<file path="config.mk">
export PLATFORM = sky130hd
export DESIGN_NAME = maq_h
export DESIGN_NICKNAME = d
export VERILOG_FILES = /design/src/rtl/maq_h.sv
export SDC_FILE = /design/constraint.sdc
export NUM_CORES = 1
export LEC_CHECK = 0
export BUFFER_PORTS_ARGS = -buffer_cell sky130_fd_sc_hd__buf_2
export CAP_MARGIN = 20
export CORE_ASPECT_RATIO = 0.8
export CORE_MARGIN = 2
export CORE_UTILIZATION = 52
export DETAILED_ROUTE_END_ITERATION = 12
export GPL_ROUTABILITY_DRIVEN = 0
export PLACE_DENSITY = 0.75
export SYNTH_ARGS = -nofsm -noshare
export SYNTH_HDL_FRONTEND = slang
export SYNTH_SLANG_ARGS = --single-unit
</file>
<file path="constraint.sdc">
create_clock -name maqh_clock -period 1.9 [get_ports maqh_clock]
set_input_delay 0.38 -clock maqh_clock [delete_from_list [all_inputs] [get_ports maqh_clock]]
set_output_delay 0.38 -clock maqh_clock [all_outputs]
set_load 0.05 [all_outputs]
</file>
<file path="src/rtl/maq_h.sv">
// Hour stage of the clock chain: 0..23 counter, BCD digits, day carry, manual set.
// Define MAQH_12H_EN for a 12-hour display with PM flag.
module maq_h #(
  parameter int HOLD_CYCLES   = 500,
  parameter int REPEAT_CYCLES = 100
) (
  input  logic       maqh_clock,
  input  logic       maqh_reset,
  input  logic       inc_minuto,
  input  logic       inc_hora,
  input  logic       set_mode,
  input  logic       set_btn,
  output logic [3:0] maqh_lsd,
  output logic [1:0] maqh_msd,
  output logic       maqh_inc_dia,
  output logic       maqh_pm
);

  localparam int MAXC = (HOLD_CYCLES > REPEAT_CYCLES) ?
                        HOLD_CYCLES : REPEAT_CYCLES;
  localparam int CW = $clog2(MAXC + 1);
  localparam logic [CW-1:0] HOLD_LAST = CW'(HOLD_CYCLES - 1);
  localparam logic [CW-1:0] REP_LAST  = CW'(REPEAT_CYCLES - 1);

  typedef enum logic [1:0] {
    IDLE,
    HOLD,
    REPEAT
  } st_t;

  st_t           st_q, st_d;
  logic [4:0]    hour_q, hour_d;
  logic [CW-1:0] cnt_q, cnt_d;
  logic          btn_q, btn_d;
  logic          tick;
  logic          man_inc;
  logic          rise;
  logic [4:0]    disp;

  always_ff @(posedge maqh_clock or posedge maqh_reset) begin
    if (maqh_reset) begin
      st_q   <= IDLE;
      hour_q <= 5'd0;
      cnt_q  <= '0;
      btn_q  <= 1'b0;
    end else begin
      st_q   <= st_d;
      hour_q <= hour_d;
      cnt_q  <= cnt_d;
      btn_q  <= btn_d;
    end
  end

  assign rise = set_btn & ~btn_q;
  assign tick = ~set_mode & inc_minuto & inc_hora;

  // Leaving HOLD/REPEAT never increments on that edge.
  always_comb begin
    st_d    = st_q;
    cnt_d   = cnt_q;
    man_inc = 1'b0;
    btn_d   = set_btn;
    unique case (st_q)
      IDLE: begin
        if (rise && set_mode) begin
          man_inc = 1'b1;
          cnt_d   = '0;
          st_d    = HOLD;
        end
      end
      HOLD: begin
        if (!set_btn || !set_mode) begin
          cnt_d = '0;
          st_d  = IDLE;
        end else if (cnt_q == HOLD_LAST) begin
          man_inc = 1'b1;
          cnt_d   = '0;
          st_d    = REPEAT;
        end else begin
          cnt_d = cnt_q + 1'b1;
        end
      end
      REPEAT: begin
        if (!set_btn || !set_mode) begin
          cnt_d = '0;
          st_d  = IDLE;
        end else if (cnt_q == REP_LAST) begin
          man_inc = 1'b1;
          cnt_d   = '0;
        end else begin
          cnt_d = cnt_q + 1'b1;
        end
      end
      default: begin
        cnt_d = '0;
        st_d  = IDLE;
      end
    endcase
  end

  always_comb begin
    hour_d = hour_q;
    if (tick || man_inc) begin
      hour_d = (hour_q == 5'd23) ? 5'd0 : hour_q + 5'd1;
    end
  end

  assign maqh_inc_dia = (hour_q == 5'd23) & inc_hora & ~set_mode;

  always_comb begin
    disp    = hour_q;
    maqh_pm = 1'b0;
`ifdef MAQH_12H_EN
    if (hour_q >= 5'd12) begin
      disp    = hour_q - 5'd12;
      maqh_pm = 1'b1;
    end
    if (disp == 5'd0) begin
      disp = 5'd12;
    end
`endif
    if (disp >= 5'd20) begin
      maqh_msd = 2'd2;
      maqh_lsd = 4'(disp - 5'd20);
    end else if (disp >= 5'd10) begin
      maqh_msd = 2'd1;
      maqh_lsd = 4'(disp - 5'd10);
    end else begin
      maqh_msd = 2'd0;
      maqh_lsd = disp[3:0];
    end
  end

endmodule

</file>
# Word level (Yosys, flattened, before mapping)
# Index checks and enable logic that the tools add are counted.
# op_classes
addsub	4
order_cmp	2
n_eq_ne	8
mux	22
bitwise	7
reduce_logical	7
# op_table
op	n
$mux 9	5
$pmux 9 s3	1
$mux 2	5
$add 9x1->9 const B	1
$eq 9x7->1 const B	1
$eq 9x9->1 const B	1
$mux 4	2
$mux 1	6
$pmux 2 s3	1
$add 5x1->5 const B	1
$and 1x1->1	5
$eq 5x5->1 const B	1
$ge 5x4->1 const B	1
$ge 5x5->1 const B	1
$mux 5	1
$ne 2x2->1 const B	2
$sub 4x3->4 const B	1
$sub 4x4->4 const B	1
$ne 3x3->1 const B	1
$pmux 1 s3	1
$reduce_and 3->1	1
$eq 2x1->1 const B	1
$eq 2x2->1 const B	1
$logic_not 1->1	2
other kinds (4)	6
# totals
register_bits	17
inputBits	6
output_inout_bits	8
elab_cells	54

# Longest topological paths before layout
# Gate-level depths: netlist (run 1).
# logic_depth
ltp_word	6
depth_mapped	7
mapped_depth_nobuf	7

# Least setup slack after synthesis (run 1)
# OpenSTA, ideal clock, no wires.
# synth_path
kind	reg2out
from	register hour_q[3], in the netlist disp[3]
to	output port maqh_lsd[1]
arrival_ns	2.616
path_slack_ns	-1.096
stages_incl_launch_ff	8
n_path_buf	0
cell_sequence	dfrtp_1 -> inv_1 -> ha_1 -> a211o_1 -> nand2_1 -> inv_1 -> nor2_1 -> xnor2_1
# synth_between
elab_chain_cells	3
elab_cells_between_ends	4
# synth_rtl
element	line_no	rtl
start, declared	32	logic [4:0] hour_q, hour_d;
start signal, assigned	48	hour_q <= hour_d;
$ge 5x4->1	125	end else if (disp >= 5'd10) begin
$mux 4	125	
$mux 4 *	122	if (disp >= 5'd20) begin
end, declared	13	output logic [3:0] maqh_lsd,
# Mark *: on every way between the ends. The rest lies on a longest branch, timed or not.

# Worst setup path after layout (run 1)
# layout_path
from	register hour_q[2], in the netlist disp[2]
to	output port maqh_lsd[3]
# layout_between
elab_chain_cells	3
elab_cells_between_ends	6
# layout_rtl
element	line_no
$sub 4x4->4 / $ge 5x4->1 (equally long branches)	127, 125
$mux 4	125
$mux 4 *	122
# Marks and branches as above.

==> results of run 1 <==
-- kinds of logic (layout without fill, tap and decap cells) --
| family | after synthesis | in the layout | synth area share (%) |
|---|---|---|---|
| flops | 17 | 17 | 33.7 |
| compound gates | 32 | 32 | 18.5 |
| simple gates | 61 | 61 | 26.6 |
| buf+inv | 13 | 56 | 4.46 |
| xor+xnor | 1 | 1 | 0.694 |
| fa+ha+maj | 12 | 12 | 11.9 |
| other cells | 1 | 1 | 0.297 |
| mux | 4 | 4 | 3.86 |
-- sequential cells by signal, summed over array words and instances (netlist names) --
| register | count |
|---|---|
| btn_q | 1 |
| disp | 5 |
| st_q | 2 |
| cnt_q | 9 |
-- cell usage in the layout (no fill, tap or decap), types with 3 or more instances in the layout --
master and n:
sky130_fd_sc_hd__a21oi_1 4, sky130_fd_sc_hd__buf_2 6, sky130_fd_sc_hd__buf_4 30, sky130_fd_sc_hd__buf_6 6
sky130_fd_sc_hd__clkbuf_4 3, sky130_fd_sc_hd__dfrtp_1 15, sky130_fd_sc_hd__ha_1 7, sky130_fd_sc_hd__ha_4 4
sky130_fd_sc_hd__inv_2 7, sky130_fd_sc_hd__mux2_4 3, sky130_fd_sc_hd__nand2_1 16, sky130_fd_sc_hd__nand2b_1 4
sky130_fd_sc_hd__nand3_1 12, sky130_fd_sc_hd__nor2_1 4, sky130_fd_sc_hd__nor2_2 3, sky130_fd_sc_hd__o21ai_0 6
sky130_fd_sc_hd__o21ai_2 4
-- metrics by stage --
stage          util [%]  power, mW  setup WS [ps]
3_5_place_dp       66.9       1.84          -70.2
2_1_floorplan         -       1.46           -468
6_report           81.7       2.54           -302
5_1_grt            81.7       2.67           -352
3_3_place_gp       66.9       1.81          -3.07
4_1_cts            76.8       2.36           -217
-- critical path: cells and delay by family (launching register included) --
family / cells / cell delay (ps)
DFF: 1 / 470
and+or+nand+nor: 2 / 130
AOI/OAI and AO/OA: 2 / 400
buffers and inverters: 2 / 330
adders and majority gates: 1 / 180
-- metal layers --
metal	share of wire (%)	wire [microns]	track usage, %
met1	43	1560	36.2
met2	48	1720	44.2
met3	8.0	288	6.22
met4	0.83	30	7.73
met5	0	0	0
-- worst min path at each step --
stage / slack [ps] / depth (start not counted) / end / from
global placement: 490 / 2 / cnt_q[1] / cnt_q[1]
finish: 140 / 2 / cnt_q[7] / maqh_reset
global route: 220 / 2 / disp[4] / maqh_reset
floorplan: 310 / 1 / btn_q / maqh_reset
detailed placement: 510 / 2 / cnt_q[4] / maqh_reset
CTS: 180 / 2 / cnt_q[4] / maqh_reset
-- timing repair --
item / 4_1_cts / 5_1_grt
pin swaps: 8 / 3
endpoints found under the setup margin: 14 / 19
setup buffers: 9 / 3
gates resized for setup: 38 / 20
hold buffers: 0 / 0
-- cells in the mapped netlist, types with 3 or more instances --
cell | n | area, sq um
sky130_fd_sc_hd__nand2b_1 | 4 | 25.0
sky130_fd_sc_hd__nor2_1 | 7 | 26.3
sky130_fd_sc_hd__dfrtp_1 | 17 | 425
sky130_fd_sc_hd__nor3_1 | 3 | 15.0
sky130_fd_sc_hd__o21ai_0 | 8 | 40.0
sky130_fd_sc_hd__nand2_1 | 17 | 63.8
sky130_fd_sc_hd__nand3_1 | 13 | 65.1
sky130_fd_sc_hd__a21oi_1 | 6 | 30.0
sky130_fd_sc_hd__ha_1 | 12 | 150
sky130_fd_sc_hd__nor3b_1 | 3 | 22.5
sky130_fd_sc_hd__inv_1 | 9 | 33.8
-- power by group through the flow --
| stage | registers, mW | clock network [mW] | logic, mW |
|---|---|---|---|
| 6_report | 0.516 | 0.210 | 1.81 |
| 5_1_grt | 0.523 | 0.227 | 1.92 |
| 4_1_cts | 0.505 | 0.208 | 1.65 |
| 3_5_place_dp | 0.491 | 0 | 1.35 |
| 3_3_place_gp | 0.485 | 0 | 1.33 |
| 2_1_floorplan | 0.495 | 0 | 0.965 |
-- layout make-up --
class | instances | share of cell area [%]
multi-input cells | 111 | 52.9
well taps | 25 | 1.71
repair buffers | 43 | 18.5
flip-flops and latches | 17 | 23.5
clock inverters | 1 | 0.274
clock buffers | 3 | 1.23
inverters | 9 | 1.85
==> reports/results.env, run 1 <==
RUN_STATUS='complete, but fails checks'
VIOLATIONS_IN_THE_FINAL_REPORTS='negative setup slack'
SYNTH.FF_LATCH_COUNT=17
SYNTH_FLOP_CELL='sky130_fd_sc_hd__dfrtp_1'
COMB_POWER_SHARE_PCT=71.4
N_ANTENNA_CELL=0
SYN2LAYOUT_AREA_GROWTH_PCT=44.5
CTS_MAX_PATH_BUFFERS=2
WORSTPATHARRIVAL_PS=1820
DRT.ANTENNA.VIOLATING_NETS=0
CLOCK_TREE.HTREE_LEVEL_COUNT=1
SYNTH_EDF_COUNT=0
FINALSETUPVIOLCOUNT=8
TRITONCTS='built'
PLACE.PORT_BUFFERS=12
DPL_CELL_AREA_SQ_UM=1490
FIN_WS_PS=-302
SYNTHESIS.AREA_PER_INSTANCE_SQ_UM=8.95
TRITONCTS.NUM_BUFFERS=3
WORST_R2R_ENDPOINT='disp[1]'
SWITCHINGPOWER_mW=1.24
SETUP-TNS-FINAL_PS=-1320
GRT_UTIL_ALL_LAYERS_PCT=27.0
CRIT_START='disp[2]'
DRV_SLEW=0
CLOCK-SINKS=17
ANTENNA_FOUND_INITIAL=0
WORST_SETUP_PATH_ENDPOINT='maqh_lsd[3]'
DIEAREA_SQ_UM=2840
R2R_SLACK_PS=-30
FINAL_CELLS=209
WORST_SKEW_PAIR.LATE_LATENCY_PS=310
GRT_SETUP_UNREPAIRED='true'
FINAL.HOLD.WORST_SLACK_PS=138
POWER.SHARE.SWITCHING_PCT=48.7
POST-DP-HPWL_MICRONS=2130
FILL_CELLS=124
FINAL_LAYOUT_SIZE_SUFFIX_GT1_SHARE_PCT=51.1
REPORT.FINAL.HOLD_VIOL_COUNT=0
FINAL_AREA_SQ_UM=1820
NUM-NETS-FINAL=203
IOS=14
CLK_PIN_SLEW_WORST_PATHS_PS=110
TOTAL_GR_OVERFLOW=0
CRIT_START_CATEGORY='flip-flop'
TIMING.REG2REG.WORST_PATH_DEPTH=7
WORST-PATH-MAX-FANOUT=4
AVGROUTEDWIREPERCELL_MICRONS=17.2
FINAL.SETUP_SKEW_PS=6.55
VDD.IR_DROP.WORST_mV=0.769
FLOORPLAN.INITIALDENSITY_PCT=56.5
ROW_COUNT=15
PERIOD_NEEDED_PS=2200
P_INT_mW=1.30
VIA_PER_INST=6.11
POST-ROUTE-PERIOD-UTIL_PCT=116
CELLPOWERDENSITY_nW_PER_UM2=1390
GRT_START_MAX_NET_PINS=18
DRC_VIOLS=0
CLOCK_TREE.ROOT_CELL='sky130_fd_sc_hd__clkbuf_4'
DETAILEDROUTE.FIRSTITERATIONVIOLATIONS=111
TOTALWIRELENGTH_MICRONS=3600
TIMING.CRITICAL_PATH.CELLS='ha_4 > a211o_1 > nand2_2 > buf_6 > nor2_2 > a21oi_1 > buf_4'
GRT_FIRST_PASS_WIRELENGTH_MICRONS=5450
CRITICAL_PATH.SLOWEST_CELL='sky130_fd_sc_hd__dfrtp_2'
REQUIRED_PS=1520
SYNTHDISTINCTLIBCELLS=43
NUMPLACEDINSTANCES=193
DIE_OUTLINE_HEIGHT_MICRONS=48.1
WORST-SLEW-PIN-TRANSITION_PS=651
FIRST_PASS_ITERATION_COUNT_OF_THE_DETAILED_ROUTER=4
DESIGN.CORE.AREA_SQ_UM=2230
VIAS_IN_THE_FIRST_GLOBAL_ROUTE=1115
FMAX_GHz=0.454
DR_TOTAL_VIAS=1277
CRITICAL_PATH.REG2REG.STARTPOINT='st_q[1]'
LEAKAGE_nW=0.779
POWER.SEQUENTIAL.FRACTION_PCT=20.3
YS_SEQ_AREA_SHARE_PCT=33.7
DIE_W_MICRONS=59.1
CRITICAL_PATH.MAX_STAGE_DELAY_PS=470
FF_LATCH_AREA_SQ_UM=428
SYNTH.CELL_AREA_SQ_UM=1260
SYNTHESIS.NETS=159
CAP_VIOL_MAX_COUNT=0
CRITICAL_PATH_CLASS='flip-flop to output port'
ASYNCSETRESETFLOPFRACSYNTH_PCT=100
SYNTH-WARNING-COUNT=0
POWER.SHARE.CLOCK_PCT=8.3
MULTI_INPUT_COMB_AREA_SQ_UM=966
SLEW_HEADROOM_PCT=56.6
WORSTSETUPENDPOINTTYPE='output port'
SYNTHESIS.INSTANCES=141
HOLD_PATH_CLASS='primary input to async pin'
Note: power is estimated with default switching activity, not from simulation.
==> run 2, diff against run 1 <==
ABC_AREA = 1   (was unset)
PLACE_DENSITY = 0.74   (was 0.75)
==> run 2 against run 1 <==
  * The run still ends with negative setup slack left
  * First-iteration DRC count fell by 22%
  * Routed wire length fell by 6.5%
  * Clock power barely moved
  * Critical path depth rose by 2
  * Die area rose by 2.6%
  * Worst hold slack improved by 19 ps
  * Flip-flop and latch count did not move
  * Clock-buffer cell count did not move
  * Non-clock buffer count fell by 13
  * Synthesized cell count rose by 26%
  * Critical endpoint is now maqh_lsd[1]
  * Largest cell class unchanged
  * Largest power group unchanged
  * Highest routed layer unchanged
==> reports/results.env, run 2 <==
VDD.IR_DROP.WORST_mV=0.662  # -14%
MOSTFREQUENTLAYOUTCELL='sky130_fd_sc_hd__nand2_1'
DESIGN.CORE.AREA_SQ_UM=2400  # +7.6%
FINAL.SETUP_SKEW_PS=0.491  # -6.06 ps
YOSYS.AREA.TOP_TYPE_SHARE_PCT=32.8  # -0.91 points
SYNTH_FLOP_CELL='sky130_fd_sc_hd__dfrtp_1'
RUN_STATUS='complete, but fails checks'
DRT.ANTENNA.VIOLATING_NETS=0  # unchanged
CTS_MAX_PATH_BUFFERS=2  # unchanged
LEAKAGE_nW=0.844  # +8.4%
TIMING.REG2REG.WORST_PATH_DEPTH=10  # +3
MULTI_INPUT_COMB_AREA_SQ_UM=850  # -12%
SYNTHDISTINCTLIBCELLS=27  # -37%
VIOLATIONS_IN_THE_FINAL_REPORTS='negative setup slack'
WORSTPATHARRIVAL_PS=1850  # +30 ps
CRIT_START_CATEGORY='flip-flop'
SYNTH_MOST_COMMON_CELL='sky130_fd_sc_hd__nand2_1'
TOTAL_GR_OVERFLOW=0  # unchanged
AVGROUTEDWIREPERCELL_MICRONS=14.2  # -18%
SWITCHINGPOWER_mW=1.17  # -5.6%
TRITONCTS='built'
SYNTHADDERAREAFRAC_PCT=11.6  # -0.32 points
SYNTH.FF_LATCH_COUNT=17  # unchanged
SYNTHESIS.NETS=196  # +23%
POWER.SEQUENTIAL.FRACTION_PCT=21.1  # +0.8 points
VIAS_IN_THE_FIRST_GLOBAL_ROUTE=1244  # +12%
SYNTHESIS.INSTANCES=178  # +26%
CLOCK_TREE.HTREE_LEVEL_COUNT=1  # unchanged
FF_LATCH_AREA_SQ_UM=425  # -0.58%
DETAILEDPLACE.WORSTSLACK_PS=-202  # -131 ps
DETAILEDROUTE.FIRSTITERATIONVIOLATIONS=87  # -22%
TRITONCTS.NUM_BUFFERS=3  # unchanged
FLOORPLAN.INITIALDENSITY_PCT=54.0  # -2.5 points
CRITICAL_PATH.REG2REG.STARTPOINT='st_q[1]'
CLOCK_TREE.ROOT_CELL='sky130_fd_sc_hd__clkbuf_4'
DRV_SLEW=0  # unchanged
CP_NUM_BUF_INV=3  # +1
SYNTH.CELL_AREA_SQ_UM=1300  # +2.8%
POST_SYNTH_MUX_AREA_SHARE_PCT=0  # -3.9 points
N_ANTENNA_CELL=0  # unchanged
FINALSETUPVIOLCOUNT=5  # -3
FILL_CELLS=188  # +52%
SYNTH_EDF_COUNT=0  # unchanged
FIN_WS_PS=-333  # -31.6 ps
REPORT.FINAL.HOLD_VIOL_COUNT=0  # unchanged
POST-DP-HPWL_MICRONS=2160  # +1.1%
FIRST_PASS_ITERATION_COUNT_OF_THE_DETAILED_ROUTER=4  # unchanged
R2R_SLACK_PS=270  # +300 ps
DPL_CELL_AREA_SQ_UM=1490  # -0.33%
DIEAREA_SQ_UM=2910  # +2.6%
REQUIRED_PS=1520  # about the same
WORSTSETUPENDPOINTTYPE='output port'
FINAL_LAYOUT_SIZE_SUFFIX_GT1_SHARE_PCT=34.3  # -17 points
SYNTH_XOR_XNOR_AREA_SHARE_PCT=2.70  # +2.0 points
FMAX_GHz=0.448  # -1.4%
PERIOD_NEEDED_PS=2230  # +31.6 ps
CELLPOWERDENSITY_nW_PER_UM2=1370  # -1.4%
CLOCK-SINKS=17  # unchanged
WORST_R2R_ENDPOINT='disp[0]'
COMB_POWER_SHARE_PCT=69.9  # -1.5 points
CRITICAL_PATH.SLOWEST_CELL='sky130_fd_sc_hd__dfrtp_1'
P_INT_mW=1.15  # -12%
GRT_SETUP_UNREPAIRED='true'
GRT_UTIL_ALL_LAYERS_PCT=24.7  # -2.2 points
FINAL_AREA_SQ_UM=1690  # -7.5%
SETUP-TNS-FINAL_PS=-1300  # +17.3 ps
HOLD_PATH_CLASS='primary input to async pin'
CAP_VIOL_MAX_COUNT=0  # unchanged
DIE_OUTLINE_HEIGHT_MICRONS=48.7  # +1.3%
SYNTHESIS.AREA_PER_INSTANCE_SQ_UM=7.29  # -19%
DR_TOTAL_VIAS=1269  # -0.63%
POST_SYNTH_AND_OR_NAND_NOR_AREA_FRACTION_PCT=34.1  # +7.6 points
SYN2LAYOUT_AREA_GROWTH_PCT=30.1
WORST-SLEW-PIN-TRANSITION_PS=673  # +22.0 ps
DIE_W_MICRONS=59.8  # +1.3%
TOTALWIRELENGTH_MICRONS=3360  # -6.5%
CRITICAL_PATH.MAX_STAGE_DELAY_PS=420  # -50 ps
NUM-NETS-FINAL=229  # +13%
CELLS_TAKING_THE_MOST_AREA_AFTER_SYNTHESIS='sky130_fd_sc_hd__dfrtp_1 (33%), sky130_fd_sc_hd__nand2_1 (12%), sky130_fd_sc_hd__ha_1 (12%)'
YS_SEQ_AREA_SHARE_PCT=32.8  # -0.91 points
POWER.SHARE.SWITCHING_PCT=50.4  # +1.7 points
WORST-PATH-MAX-FANOUT=3  # -1
LARGEST_REG_FLOPS=9  # unchanged
SLEW_HEADROOM_PCT=55.1  # -1.5 points
PLACE.PORT_BUFFERS=12  # unchanged
SYNTH_COMPOUND_AREA_SHARE_PCT=8.68  # -9.9 points
SYNTH_TOP_FAMILY_BY_AREA='simple AND/OR/NAND/NOR gates'
CP_DELAY_BY_FAMILY_TOP='flip-flops'
SYNTH-WARNING-COUNT=0  # unchanged
IOS=14  # unchanged
GRT_FIRST_PASS_WIRELENGTH_MICRONS=5370  # -1.5%
VIA_PER_INST=5.35  # -12%
ROW_COUNT=16  # +1
POWER.SHARE.CLOCK_PCT=9.0  # +0.7 points
CLK_PIN_SLEW_WORST_PATHS_PS=110  # about the same
POST-ROUTE-PERIOD-UTIL_PCT=118  # +1.7 points
DRC_VIOLS=0  # unchanged
WORST_SKEW_PAIR.LATE_LATENCY_PS=300  # about the same
ASYNCSETRESETFLOPFRACSYNTH_PCT=100  # unchanged
ANTENNA_FOUND_INITIAL=0  # unchanged
SYNTH.CELLS.MOST_FREQUENT='sky130_fd_sc_hd__nand2_1 (43), sky130_fd_sc_hd__inv_1 (23), sky130_fd_sc_hd__nor2_1 (19)'
GRT_START_MAX_NET_PINS=18  # unchanged
CRITICAL_PATH_CLASS='flip-flop to output port'
TOP_REGISTER='cnt_q'
MOSTFREQUENTLAYOUTCELLS='sky130_fd_sc_hd__nand2_1 (40), sky130_fd_sc_hd__inv_1 (19), sky130_fd_sc_hd__buf_4 (19), sky130_fd_sc_hd__nor2_1 (18), sky130_fd_sc_hd__dfrtp_1 (17)'
YOSYSTOPAREACELL='sky130_fd_sc_hd__dfrtp_1'
TIMING.CRITICAL_PATH.CELLS='inv_2 > ha_4 > inv_2 > nand2_2 > nand2_2 > a31oi_4 > or2_4 > xor2_4 > buf_6'
-- run 2: cell count changes in the layout (fill, tap and decap cells not counted), sizes merged, moves of 4 or more --
cell and delta:
buf -13, nand3 +5, and3 -4, nor2 +13
inv +20, nand2 +32, nand2b -4, mux2 -4
o21ai -4
-- run 2: what timing repair did --
action / 4_1_cts / 5_1_grt
gates resized for setup: 29 / 2
setup endpoints to repair: 6 / 6
hold buffers: 0 / 0
pin swaps: 7 / 4
setup buffers: 5 / 2
-- run 2: cells by family (layout without fill, tap and decap cells) --
logic type | count (synthesis) | in the layout
other | 1 | 1
buffers and inverters | 32 | 64
and+or+nand+nor | 94 | 94
adders and majority gates | 12 | 12
AOI/OAI and AO/OA | 18 | 18
DFF | 17 | 17
xor gates and xnor gates | 4 | 4
-- run 2: worst max path at each step --
stage          startpoint           to  depth (start not counted)
6_report          disp[1]  maqh_lsd[1]                          9
2_1_floorplan     disp[1]  maqh_lsd[2]                          8
5_1_grt           disp[1]  maqh_lsd[1]                          9
3_5_place_dp      disp[1]  maqh_lsd[1]                          9
4_1_cts           disp[2]  maqh_lsd[1]                          9
3_3_place_gp      disp[1]  maqh_lsd[1]                          9
-- run 2: metal layers --
metal	track usage [%]	vias up	part of all wire (%)
li1	-	625	-
met1	32.3	583	42
met2	39.3	53	50
met3	5.88	8	5.4
met4	9.26	0	2.1
met5	0	-	0
-- run 2: area by class of cell --
type,count,share of cell area [%]
clock buffer,3,1.33
clock inverter,1,0.297
tap,27,2.00
timing repair buffer,30,13.8
inverter,30,7.04
multi-input combinational,129,50.3
sequential,17,25.2
-- run 2: power groups by stage --
stage	Combinational [mW]	Clock, mW	Sequential (mW)
2_1_floorplan	0.899	0	0.506
5_1_grt	1.76	0.234	0.496
3_5_place_dp	1.26	0	0.494
6_report	1.62	0.207	0.489
3_3_place_gp	1.24	0	0.490
4_1_cts	1.51	0.212	0.487
-- run 2: stage by stage --
stage,util [%],cells,hold slack (ps),power (mW)
after floorplan,-,178,306,1.41
after detailed placement,62.0,226,499,1.75
after CTS,69.2,235,181,2.21
final,70.3,237,156,2.31
after global placement,62.0,226,491,1.73
after global routing,70.3,237,185,2.49
-- run 2: worst reg2reg max path, stage by stage (launching register included) --
cell                      delay [ps]
sky130_fd_sc_hd__dfrtp_1         430
sky130_fd_sc_hd__inv_1           110
sky130_fd_sc_hd__ha_1            160
sky130_fd_sc_hd__inv_1            40
sky130_fd_sc_hd__nor2_1          240
sky130_fd_sc_hd__nand3_1         180
sky130_fd_sc_hd__nand3_2         130
sky130_fd_sc_hd__nand2_4          90
sky130_fd_sc_hd__nand2_4         100
sky130_fd_sc_hd__nand2_1          60
sky130_fd_sc_hd__nand2_1          50
